[src/rtl/mic_frame_packer.sv]
// mic_frame_packer: rounds/saturates per-mic 32-bit words to 16-bit samples and packs
// each in-order 4-mic group into one 64-bit beat, flagging and counting index errors.
module mic_frame_packer #(
  parameter int SAMPLE_MSB = 31,
  parameter int ERR_CNT_W = 16
) (
  input  logic                 aclk,
  input  logic                 areset,
  input  logic [31:0]          s_axis_tdata,
  input  logic [1:0]           s_axis_tuser,
  input  logic                 s_axis_tlast,
  input  logic                 s_axis_tvalid,
  output logic                 s_axis_tready,
  output logic [63:0]          m_axis_tdata,
  output logic                 m_axis_tvalid,
  input  logic                 m_axis_tready,
  output logic                 m_axis_tlast,
  output logic                 seq_err,
  output logic [ERR_CNT_W-1:0] seq_err_cnt
);
  typedef enum logic [1:0] {EXP0, EXP1, EXP2, EXP3} state_t;
  state_t idx, idx_nxt;
  logic [2:0][15:0] slots;
  logic sticky, acc, hit, load;
  logic signed [16:0] x;
  logic signed [17:0] r;
  logic [15:0] sample;
  logic unused_bits;
  assign unused_bits = ^s_axis_tdata;
  assign x = s_axis_tdata[SAMPLE_MSB -: 17];
  assign r = ($signed({x[16], x}) + 18'sd1) >>> 1;
  assign sample = r > 18'sd32767 ? 16'h7fff : r[15:0];
  // only the group-completing beat can stall, and only while the output register is stuck
  assign s_axis_tready = !areset && !(idx == EXP3 && m_axis_tvalid && !m_axis_tready);
  assign acc = s_axis_tvalid && s_axis_tready;
  assign hit = s_axis_tuser == idx;
  assign load = acc && hit && idx == EXP3;
  always_comb idx_nxt = !acc ? idx : hit ? state_t'(idx + 2'd1) : s_axis_tuser == 2'd0 ? EXP1 : EXP0;
  always_ff @(posedge aclk) idx <= areset ? EXP0 : idx_nxt;
  always_ff @(posedge aclk) begin
    if (areset) begin
      slots <= '0;
      sticky <= 1'b0;
      m_axis_tdata <= '0;
      m_axis_tvalid <= 1'b0;
      m_axis_tlast <= 1'b0;
      seq_err <= 1'b0;
      seq_err_cnt <= '0;
    end else begin
      seq_err <= acc && !hit;
      if (acc && !hit && ~&seq_err_cnt) seq_err_cnt <= seq_err_cnt + 1'b1;
      // a misordered mic-0 beat restarts the group rather than being dropped
      if (acc && s_axis_tuser != 2'd3 && (hit || s_axis_tuser == 2'd0)) slots[s_axis_tuser] <= sample;
      if (load) sticky <= 1'b0;
      else if (acc) sticky <= sticky | s_axis_tlast;
      if (load) begin
        m_axis_tvalid <= 1'b1;
        m_axis_tdata <= {sample, slots};
        m_axis_tlast <= sticky | s_axis_tlast;
      end else if (m_axis_tready) m_axis_tvalid <= 1'b0;
    end
  end
endmodule
[config.mk]
export PLATFORM = sky130hd
export DESIGN_NAME = mic_frame_packer
export DESIGN_NICKNAME = d
export VERILOG_FILES = /design/src/rtl/mic_frame_packer.sv
export SDC_FILE = /design/constraint.sdc
export NUM_CORES = 1
export LEC_CHECK = 0
export ABC_AREA = 0
export CELL_PAD_IN_SITES_DETAIL_PLACEMENT = 0
export CELL_PAD_IN_SITES_GLOBAL_PLACEMENT = 2
export CORE_ASPECT_RATIO = 0.5
export CORE_MARGIN = 3
export CORE_UTILIZATION = 26
export CTS_CLUSTER_SIZE = 24
export DETAILED_ROUTE_END_ITERATION = 12
export GPL_TIMING_DRIVEN = 0
export PLACE_DENSITY = 0.75
export SLEW_MARGIN = 20
export SYNTH_ARGS = -nofsm -noshare
export SYNTH_HDL_FRONTEND = slang
export SYNTH_SLANG_ARGS = --single-unit
[constraint.sdc]
create_clock -name aclk -period 2.1 [get_ports aclk]
set_input_delay 0.525 -clock aclk [delete_from_list [all_inputs] [get_ports aclk]]
set_output_delay 0.525 -clock aclk [all_outputs]
set_load 0.005 [all_outputs]
======== Word level (Yosys, flattened, before mapping) ========
Index checks and enable logic that the tools add are counted.
storage, ports and cells
  output and inout port bits .............. 84
  bits in registers ....................... 134
  ROM bits ................................ 0
  memories ................................ 0
  RAM bits ................................ 0
  bits in latches ......................... 0
operators by class
  bitwise operators ....................... 1
  shift operators ......................... 0
  reductions and logical operators ........ 21
  mux-type cells .......................... 8
  add/sub/neg operators ................... 3
  equal/unequal tests ..................... 3
  $mul .................................... 0
  div/mod/pow operators ................... 0
  order comparisons ....................... 3
operators with widths
  operator               number
  $bwmux 48              1
  $demux 16 s2           1
  $mux 16                2
  $add 17x2->18 const B  1
  $gt 17x16->1 const B   1
  $add 16x1->16 const B  1
  $reduce_and 16->1      1
  $logic_and 1x1->1      11
  $logic_not 1->1        5
  $lt 2x3->1 const B     1
  $mux 1                 3
  $add 2x1->2 const B    1
  $eq 2x2->1             1
  $eq 2x2->1 const B     1
  $ge 2x1->1 const B     1
  $logic_not 2->1        1
  $mux 2                 1
  $ne 2x2->1 const B     1
  $reduce_bool 2->1      1
  $reduce_or 2->1        1
  $logic_or 1x1->1       1
  $or 1x1->1             1

======== Longest topological paths before layout ========
Gate-level depths: netlist (run 1).
  depth after elaboration ................. 9
  depth in mapped cells ................... 8
  mapped depth without buffers ............ 6

======== Worst setup path before layout (run 1) ========
No wires, ideal clock.
  path kind ............................... input -> register
  start ................................... input s_axis_tdata[15]
  end ..................................... register m_axis_tdata[54]
  slack ................................... 0.090 ns
  library setup time ...................... 0.126 ns
  arrival ................................. 1.883 ns
  cell stages on the path ................. 8
  path buffers ............................ 2
  cells stage by stage .................... ha_1 > clkbuf_1 > and4b_1 > a21oi_1 > nor2_4 > buf_6 > nor2_2 > o21ai_0
on the way
  longest elaborated chain between the ends .. 3
RTL lines
  element                 RTL line  text
  start: declaration      9         input logic [31:0] s_axis_tdata,
  $add 17x2->18 *         31        assign r = ($signed({x[16], x}) + 18'sd1) >>> 1;
  $gt 17x16->1            32        assign sample = r > 18'sd32767 ? 16'h7fff : r[15:0];
  $mux 16 *               32
  end signal: assignment  58        m_axis_tdata <= {sample, slots};
  end: declaration        14        output logic [63:0] m_axis_tdata,
Mark *: on every way between the ends. The rest lies on a longest branch, timed or not.
A chain may end at the register's enable or synchronous reset.

======== Worst setup path after layout (run 1) ========
  start ................................... input s_axis_tdata[27]
  end ..................................... register slots[33] in the netlist's numbering
on the way
  longest elaborated chain between the ends .. 4
RTL lines
  element                         RTL line  text
  $add 17x2->18                   31
  $gt 17x16->1                    32
  $mux 16                         32
  $bwmux 48                       53        if (acc && s_axis_tuser != 2'd3 && (hit || s_axis_tuser == 2'd0)) slots[s_axis_tuser] <= sample;
  end signal: indexed assignment  53
  end: declaration                23        logic [2:0][15:0] slots;
No other way between the ends.

==> impl_metrics.env, run 1 <==
export IMPL_endpoint_kind="flop"
export IMPL_die_area_sq_um=22400
export IMPL_crit_path_frequent_cell="nor3_1"
export IMPL_htree_levels=4
export IMPL_synthTopCellsByArea="dfxtp_1 (50%), nand2_1 (8.1%), o21ai_0 (7.6%)"
export IMPL_intPower_w=0.004590
export IMPL_period_minus_slack_ps=2024
export IMPL_hold_path_class="reg2reg"
export IMPL_cap_violations=0
export IMPL_grt_pass1_wl_mm=28.58
export IMPL_yosysWarningCount=0
export IMPL_hp_start="m_axis_tdata[44]$_SDFFE_PP0P_"
export IMPL_grt_ovfl_total=0
export IMPL_maxSlewViolCount=0
export IMPL_critPathLaunchType="input port"
export IMPL_synth_most_common_cell="dfxtp_1"
export IMPL_synth_top_area_cell="dfxtp_1"
export IMPL_regToRegSetupSlack_ps=100
export IMPL_drtIter0Drc=273
export IMPL_skew_ps=8.560
export IMPL_wire_per_inst_um=17.27
export IMPL_worstSetupPathType="in2reg"
export IMPL_status="completed"
export IMPL_max_stage_delay_ps=550
export IMPL_io_buffers=107
export IMPL_synth_common_cells="dfxtp_1 (134), nand2_1 (115), o21ai_0 (81)"
export IMPL_cts_buffer_depth=2
export IMPL_ys_seq_area_share_pct=50.23
export IMPL_cts_sinks=134
export IMPL_antenna_found_initial=0
export IMPL_final_hold_violation_count=0
export IMPL_r2r_end="m_axis_tdata[53]$_SDFFE_PP0P_"
export IMPL_area_growth_pct=45.43
export IMPL_setup_viol=0
export IMPL_final_cell_count_no_fill=1060
export IMPL_synth_main_ff_cell="dfxtp_1"
export IMPL_clk_insertion_delay_late_ps=420
export IMPL_fin_nets=823
export IMPL_syn_cell_area_sq_um=5340
export IMPL_power_leakage_nw=2.688
export IMPL_crit_path_top_delay_cell="or4_4"
export IMPL_rsz0062_at_grt="yes"
export IMPL_cp_data_arrival_time_ps=2360
export IMPL_core_area_sq_um=19820
export IMPL_drive_gt1_share_pct=14.50
export IMPL_via_per_inst=4.734
export IMPL_grt_pass1_vias=5016
export IMPL_p_sw_w=0.001389
export IMPL_synth_seq_cells=134
export IMPL_yosys_area_top_type_share_pct=50.23
export IMPL_io_pins=123
export IMPL_synth_distinct_cells=48
export IMPL_start_util_pct=26.94
export IMPL_crit_required_ps=2440
export IMPL_pre_cts_ws_ps=-1052
export IMPL_synth_nets=690
export IMPL_cts_made_buffers=17
export IMPL_period_share_pct=96.38
export IMPL_cts_tree="done"
export IMPL_cp_max_fo=5
export IMPL_path_clk_slew_ps=60
export IMPL_fp_dieW_um=208.7
export IMPL_reg2reg_depth=8
export IMPL_drt_pass1_iter_count=4
export IMPL_fmax_mhz=494.1
export IMPL_r2r_start="idx[1]$_SDFFE_PP0P_"
export IMPL_crit_chain="dlygate4sd2_1 > nand4_1 > or4_4 > nor2_4 > bufbuf_16 > nor3_1 > nor3_1"
export IMPL_place_congestion=0.7999
export IMPL_worst_slack_ps=75.99
export IMPL_final_core_util_pct=39.19
export IMPL_holdPathStages=2
export IMPL_hold_path_end="m_axis_tdata[44]$_SDFFE_PP0P_"
export IMPL_combPwrFrac_pct=5.3
export IMPL_hpwl_mm=13.03
export IMPL_async_flop_share_pct=0
export IMPL_drtAntennaViolNets=0
export IMPL_rows=36
export IMPL_power_density_nw_per_um2=769.9
export IMPL_post_route_drc_count=0
export IMPL_slew_headroom_pct=41.28
export IMPL_worst_pin_slew_ps=874.5
export IMPL_placed_cells=1021
export IMPL_totalWireLength_mm=18.30
export IMPL_syn_inst=648
export IMPL_ir_worst_vdd_mv=0.5332
export IMPL_p_seq_share_pct=43.0
export IMPL_grt_usage_pct=16.55
export IMPL_vias=5018
export IMPL_switching_share_pct=23.23
export IMPL_grt_max_degree=17
export IMPL_synth_avg_cell_area_sq_um=8.241
export IMPL_die_h_um=107.3
export IMPL_n_fill_cell=2042
export IMPL_clkPwrFrac_pct=51.7
export IMPL_cts_hold_buffers_added=0
export IMPL_synth_edf_count=0
export IMPL_cts_root_buf="clkbuf_16"
## layout by cell type, fill, tap and decap left out, types with 2 or more instances in the layout
| master | count |
|---|---|
| nand2_1 | 115 |
| or3_1 | 2 |
| xnor2_1 | 18 |
| buf_4 | 8 |
| nor3_2 | 5 |
| clkdlybuf4s15_1 | 3 |
| a211oi_2 | 8 |
| clkbuf_8 | 4 |
| dlygate4sd2_1 | 12 |
| a211oi_1 | 8 |
| xor2_1 | 7 |
| clkbuf_16 | 17 |
| nor3_1 | 46 |
| o22ai_1 | 3 |
| nand4_1 | 9 |
| xor2_2 | 3 |
| dfxtp_1 | 132 |
| o211ai_1 | 2 |
| clkinv_2 | 2 |
| clkbuf_2 | 12 |
| inv_1 | 7 |
| nor4_1 | 9 |
| clkinvlp_4 | 3 |
| nor2_1 | 67 |
| buf_12 | 4 |
| clkbuf_1 | 15 |
| o21ai_0 | 80 |
| clkbuf_4 | 9 |
| nor4b_1 | 2 |
| nand3_1 | 21 |
| clkdlybuf4s50_1 | 87 |
| and4b_1 | 2 |
| a21oi_1 | 14 |
| ha_4 | 2 |
| nor2_4 | 9 |
| and4_1 | 2 |
| bufinv_16 | 3 |
| dfxtp_4 | 2 |
| clkinv_4 | 2 |
| dlymetal6s2s_1 | 2 |
## per-stage QoR
stage | power, W | instance area, sq um | TNS (ps) | hold WS [ps]
floorplan | 0.002752 | 5340 | 0 | 419.9
global placement | 0.002906 | 6744 | -107110 | 448.1
detailed placement | 0.002908 | 6744 | -108150 | 446.1
CTS | 0.006026 | 7622 | -3.231 | 461.0
global route | 0.006166 | 7764 | -92.57 | 474.0
finish | 0.005979 | 7766 | 0 | 455.5
## cell type report
type	count	area [sq um]	area share, %
sequential	134	2690	34.64
inverter	8	32.53	0.4189
buffer	40	244.0	3.142
clock inverter	11	148.9	1.917
antenna	1	2.502	0.03222
timing repair buffer	116	1176	15.14
clock buffer	20	456.7	5.880
multi-input combinational	464	2683	34.54
tap	266	332.8	4.285
## state kept, by name, indices dropped and copies added (netlist names)
register / count
idx: 2
m_axis_tdata: 64
m_axis_tlast: 1
m_axis_tvalid: 1
seq_err: 1
seq_err_cnt: 16
slots: 48
sticky: 1
## worst max path at each step
stage | startpoint | endpoint | slack (ps) | depth (start not counted)
3_3_place_gp | s_axis_tdata[15] | m_axis_tdata[51]$_SDFFE_PP0P_ | -1050 | 8
4_1_cts | s_axis_tvalid | m_axis_tdata[60]$_SDFFE_PP0P_ | -3 | 7
6_report | s_axis_tdata[27] | slots[33]$_SDFFE_PP0P_ | 80 | 7
2_1_floorplan | s_axis_tdata[15] | m_axis_tdata[54]$_SDFFE_PP0P_ | 90 | 8
3_5_place_dp | s_axis_tdata[15] | m_axis_tdata[51]$_SDFFE_PP0P_ | -1050 | 8
5_1_grt | s_axis_tdata[27] | slots[36]$_SDFFE_PP0P_ | -40 | 7
## kinds of logic (layout without fill, tap and decap cells)
logic type | after synthesis | after routing | synth area share (%)
simple gates | 308 | 308 | 26.73
flops | 134 | 134 | 50.23
compound gates | 122 | 122 | 13.40
buf+inv | 50 | 195 | 3.819
xor+xnor | 30 | 30 | 4.920
fa+ha+maj | 3 | 3 | 0.7030
mux | 1 | 1 | 0.1874
other cells | 0 | 1 | 0
## worst max-delay path: cells and delay by family
| kind | cells | cell delay [ps] |
|---|---|---|
| buf+inv | 2 | 630 |
| simple gates | 5 | 1200 |
## power groups by stage
stage,logic [W],clock network (W),registers [W]
floorplan,0.000128,0,0.00262
global placement,0.000279,0,0.00263
detailed placement,0.000281,0,0.00263
CTS,0.000309,0.00315,0.00257
global route,0.000342,0.00325,0.00257
finish,0.000319,0.00309,0.00257
## routing by layer
| layer | share of wire (%) | GRT usage [%] | up-vias |
|---|---|---|---|
| met5 | 0 | 0 | - |
| met2 | 45 | 25.93 | 109 |
| met1 | 49 | 22.62 | 2397 |
| met4 | 1.1 | 4.535 | 0 |
| met3 | 4.7 | 4.396 | 15 |
| li1 | - | - | 2497 |
## timing repair
item | in CTS | in global routing
buffers inserted | 4 | 4
cloned | 1 | 0
pin swaps | 2 | 2
setup endpoints to repair | 133 | 109
gates resized for setup | 76 | 45
Note: power is estimated with default switching activity, not from simulation.
==> run 2: changes to the inputs <==
- REMOVE_ABC_BUFFERS: unset -> 1
==> run 2 against run 1 <==
Against the previous run: register-to-register slack gained 30 ps; die area unchanged; sequential power barely moved; wire length decreased by 6.5%; combinational power shrank 11%; final cell count down 1.9%; worst setup slack worse by 35 ps; sequential share of layout area increased by 0.36 points; clock skew shrank 1.2 ps; count of clock-buffer cells in the layout shrank 1; via count fell by 1.9%; design area down 1.0%; highest routed layer unchanged.
==> impl_metrics.env, run 2 (same netlist as run 1, synthesis figures left out) <==
export IMPL_crit_family="simple AND/OR/NAND/NOR gates"
export IMPL_fp_dieW_um=208.7
export IMPL_fmax_mhz=485.7
export IMPL_clk_insertion_delay_late_ps=420
export IMPL_power_leakage_nw=2.631
export IMPL_rows=36
export IMPL_worstSetupPathType="in2reg"
export IMPL_worst_slack_ps=41.28
export IMPL_slew_headroom_pct=61.09
export IMPL_ir_worst_vdd_mv=0.4981
export IMPL_die_h_um=107.3
export IMPL_pre_cts_ws_ps=-1130
export IMPL_hold_path_class="reg2reg"
export IMPL_regToRegSetupSlack_ps=130
export IMPL_path_clk_slew_ps=60
export IMPL_cts_buffer_depth=2
export IMPL_power_density_nw_per_um2=763.1
export IMPL_post_route_drc_count=0
export IMPL_cap_violations=0
export IMPL_cp_data_arrival_time_ps=2400
export IMPL_area_growth_pct=43.93
export IMPL_drt_pass1_iter_count=4
export IMPL_period_share_pct=98.03
export IMPL_period_minus_slack_ps=2059
export IMPL_grt_ovfl_total=0
export IMPL_htree_levels=4
export IMPL_crit_path_top_delay_cell="clkdlybuf4s50_1"
export IMPL_totalWireLength_mm=17.11
export IMPL_skew_ps=7.374
export IMPL_setup_viol=0
export IMPL_grt_pass1_wl_mm=26.74
export IMPL_final_hold_violation_count=0
export IMPL_vias=4924
export IMPL_final_common_cell="dfxtp_1"
export IMPL_critPathBufInv=2
export IMPL_place_area_sq_um=6663
export IMPL_grt_usage_pct=15.14
export IMPL_crit_required_ps=2440
export IMPL_max_stage_delay_ps=560
export IMPL_drtIter0Drc=207
export IMPL_power_w=0.005865
export IMPL_drtAntennaViolNets=0
export IMPL_rsz0062_at_grt="yes"
export IMPL_fin_nets=800
export IMPL_via_per_inst=4.735
export IMPL_grt_pass1_vias=4862
export IMPL_cp_max_fo=6
export IMPL_cp_depth=7
export IMPL_setup_tns_ps=0
export IMPL_grt_max_degree=69
export IMPL_status="completed"
export IMPL_cts_sinks=134
export IMPL_hpwl_mm=10.39
export IMPL_antenna_found_initial=3
export IMPL_drive_gt1_share_pct=14.40
export IMPL_endpoint_kind="flop"
export IMPL_io_pins=123
export IMPL_cts_hold_buffers_added=0
export IMPL_holdPathStages=2
export IMPL_cts_root_buf="clkbuf_16"
export IMPL_core_area_sq_um=19820
export IMPL_reg2reg_depth=7
export IMPL_critPathLaunchType="input port"
export IMPL_wire_per_inst_um=16.45
export IMPL_cts_tree="done"
export IMPL_worst_pin_slew_ps=583.4
export IMPL_largest_reg_flops=64
export IMPL_cts_made_buffers=17
export IMPL_holdWs_ps=454.2
export IMPL_crit_chain="clkdlybuf4s50_1 > nand2b_2 > nor3_4 > buf_4 > and4b_2 > nor2_1 > a211oi_2"
export IMPL_top_regs="m_axis_tdata: 64 flops, slots: 48 flops, seq_err_cnt: 16 flops"
export IMPL_final_area_sq_um=7686
export IMPL_largest_register="m_axis_tdata"
export IMPL_maxSlewViolCount=0
export IMPL_place_congestion=0.7473
export IMPL_start_util_pct=26.94
export IMPL_io_buffers=107
export IMPL_layout_common_cells="dfxtp_1 (132), nand2_1 (115), clkdlybuf4s50_1 (89)"
export IMPL_die_area_sq_um=22400
==> run 2: changes by cell type in the layout (fill, tap and decap cells not counted), sizes merged, moves of 3 or more <==
| cell | before | now |
|---|---|---|
| dlymetal6s2s | 2 | 5 |
| clkbuf | 57 | 19 |
| dlygate4sd2 | 12 | 9 |
| buf | 14 | 23 |
==> run 2: layout make-up <==
cell class | count | area, sq um
multi-input combinational | 469 | 2733
tap | 266 | 332.8
clock buffer | 19 | 452.9
sequential | 134 | 2690
clock inverter | 13 | 146.4
antenna | 3 | 7.507
fill | 2026 | 12130
inverter | 8 | 32.53
timing repair buffer | 128 | 1291
==> run 2: stage by stage <==
| stage | utilization (%) | instances |
|---|---|---|
| floorplan | - | 606 |
| global placement | 33.15 | 979 |
| detailed placement | 33.62 | 985 |
| CTS | 38.14 | 1030 |
| global route | 38.78 | 1040 |
| finish | 38.78 | 1040 |
==> run 2: timing repair <==
item,CTS,global route
cloned,4,1
endpoints found under the setup margin,110,114
gates resized for setup,54,16
buffers inserted,9,6
pin swaps,9,6
==> run 2: metal layers <==
metal	global-route usage (%)	share of wire (%)
met5	0	0
met1	20.22	48
met2	24.63	48
met4	3.484	0.64
met3	4.047	3.6
==> run 2: path summary, 6_finish.rpt <==
| kind | start | endpoint |
|---|---|---|
| worst max-delay path | s_axis_tvalid | slots[45]$_SDFFE_PP0P_ |
| worst min-delay path | slots[25]$_SDFFE_PP0P_ | m_axis_tdata[25]$_SDFFE_PP0P_ |
| worst max register to register | idx[0]$_SDFFE_PP0P_ | slots[45]$_SDFFE_PP0P_ |
| worst min register to register | slots[25]$_SDFFE_PP0P_ | m_axis_tdata[25]$_SDFFE_PP0P_ |
==> run 2: power by group <==
group	internal [W]	total [W]	leakage (nW)	switching [W]
logic	0.0000990	0.000284	1.26	0.000185
clock network	0.00182	0.00301	0.290	0.00119
registers	0.00256	0.00257	1.08	0.0000110
==> run 2: worst reg2reg max path, stage by stage (launching register included) <==
cell      delay, ps
dfxtp_4         350
ha_4            200
and3b_2         280
nor3_4          300
buf_4           190
and4b_2         330
nor2_1           70
a211oi_2        180
==> run 3: changes to the inputs <==
- CTS_CLUSTER_SIZE: 24 -> 28
==> results of run 3 <==
Same layout as run 2: the final DEF is identical, and so are final timing and power.
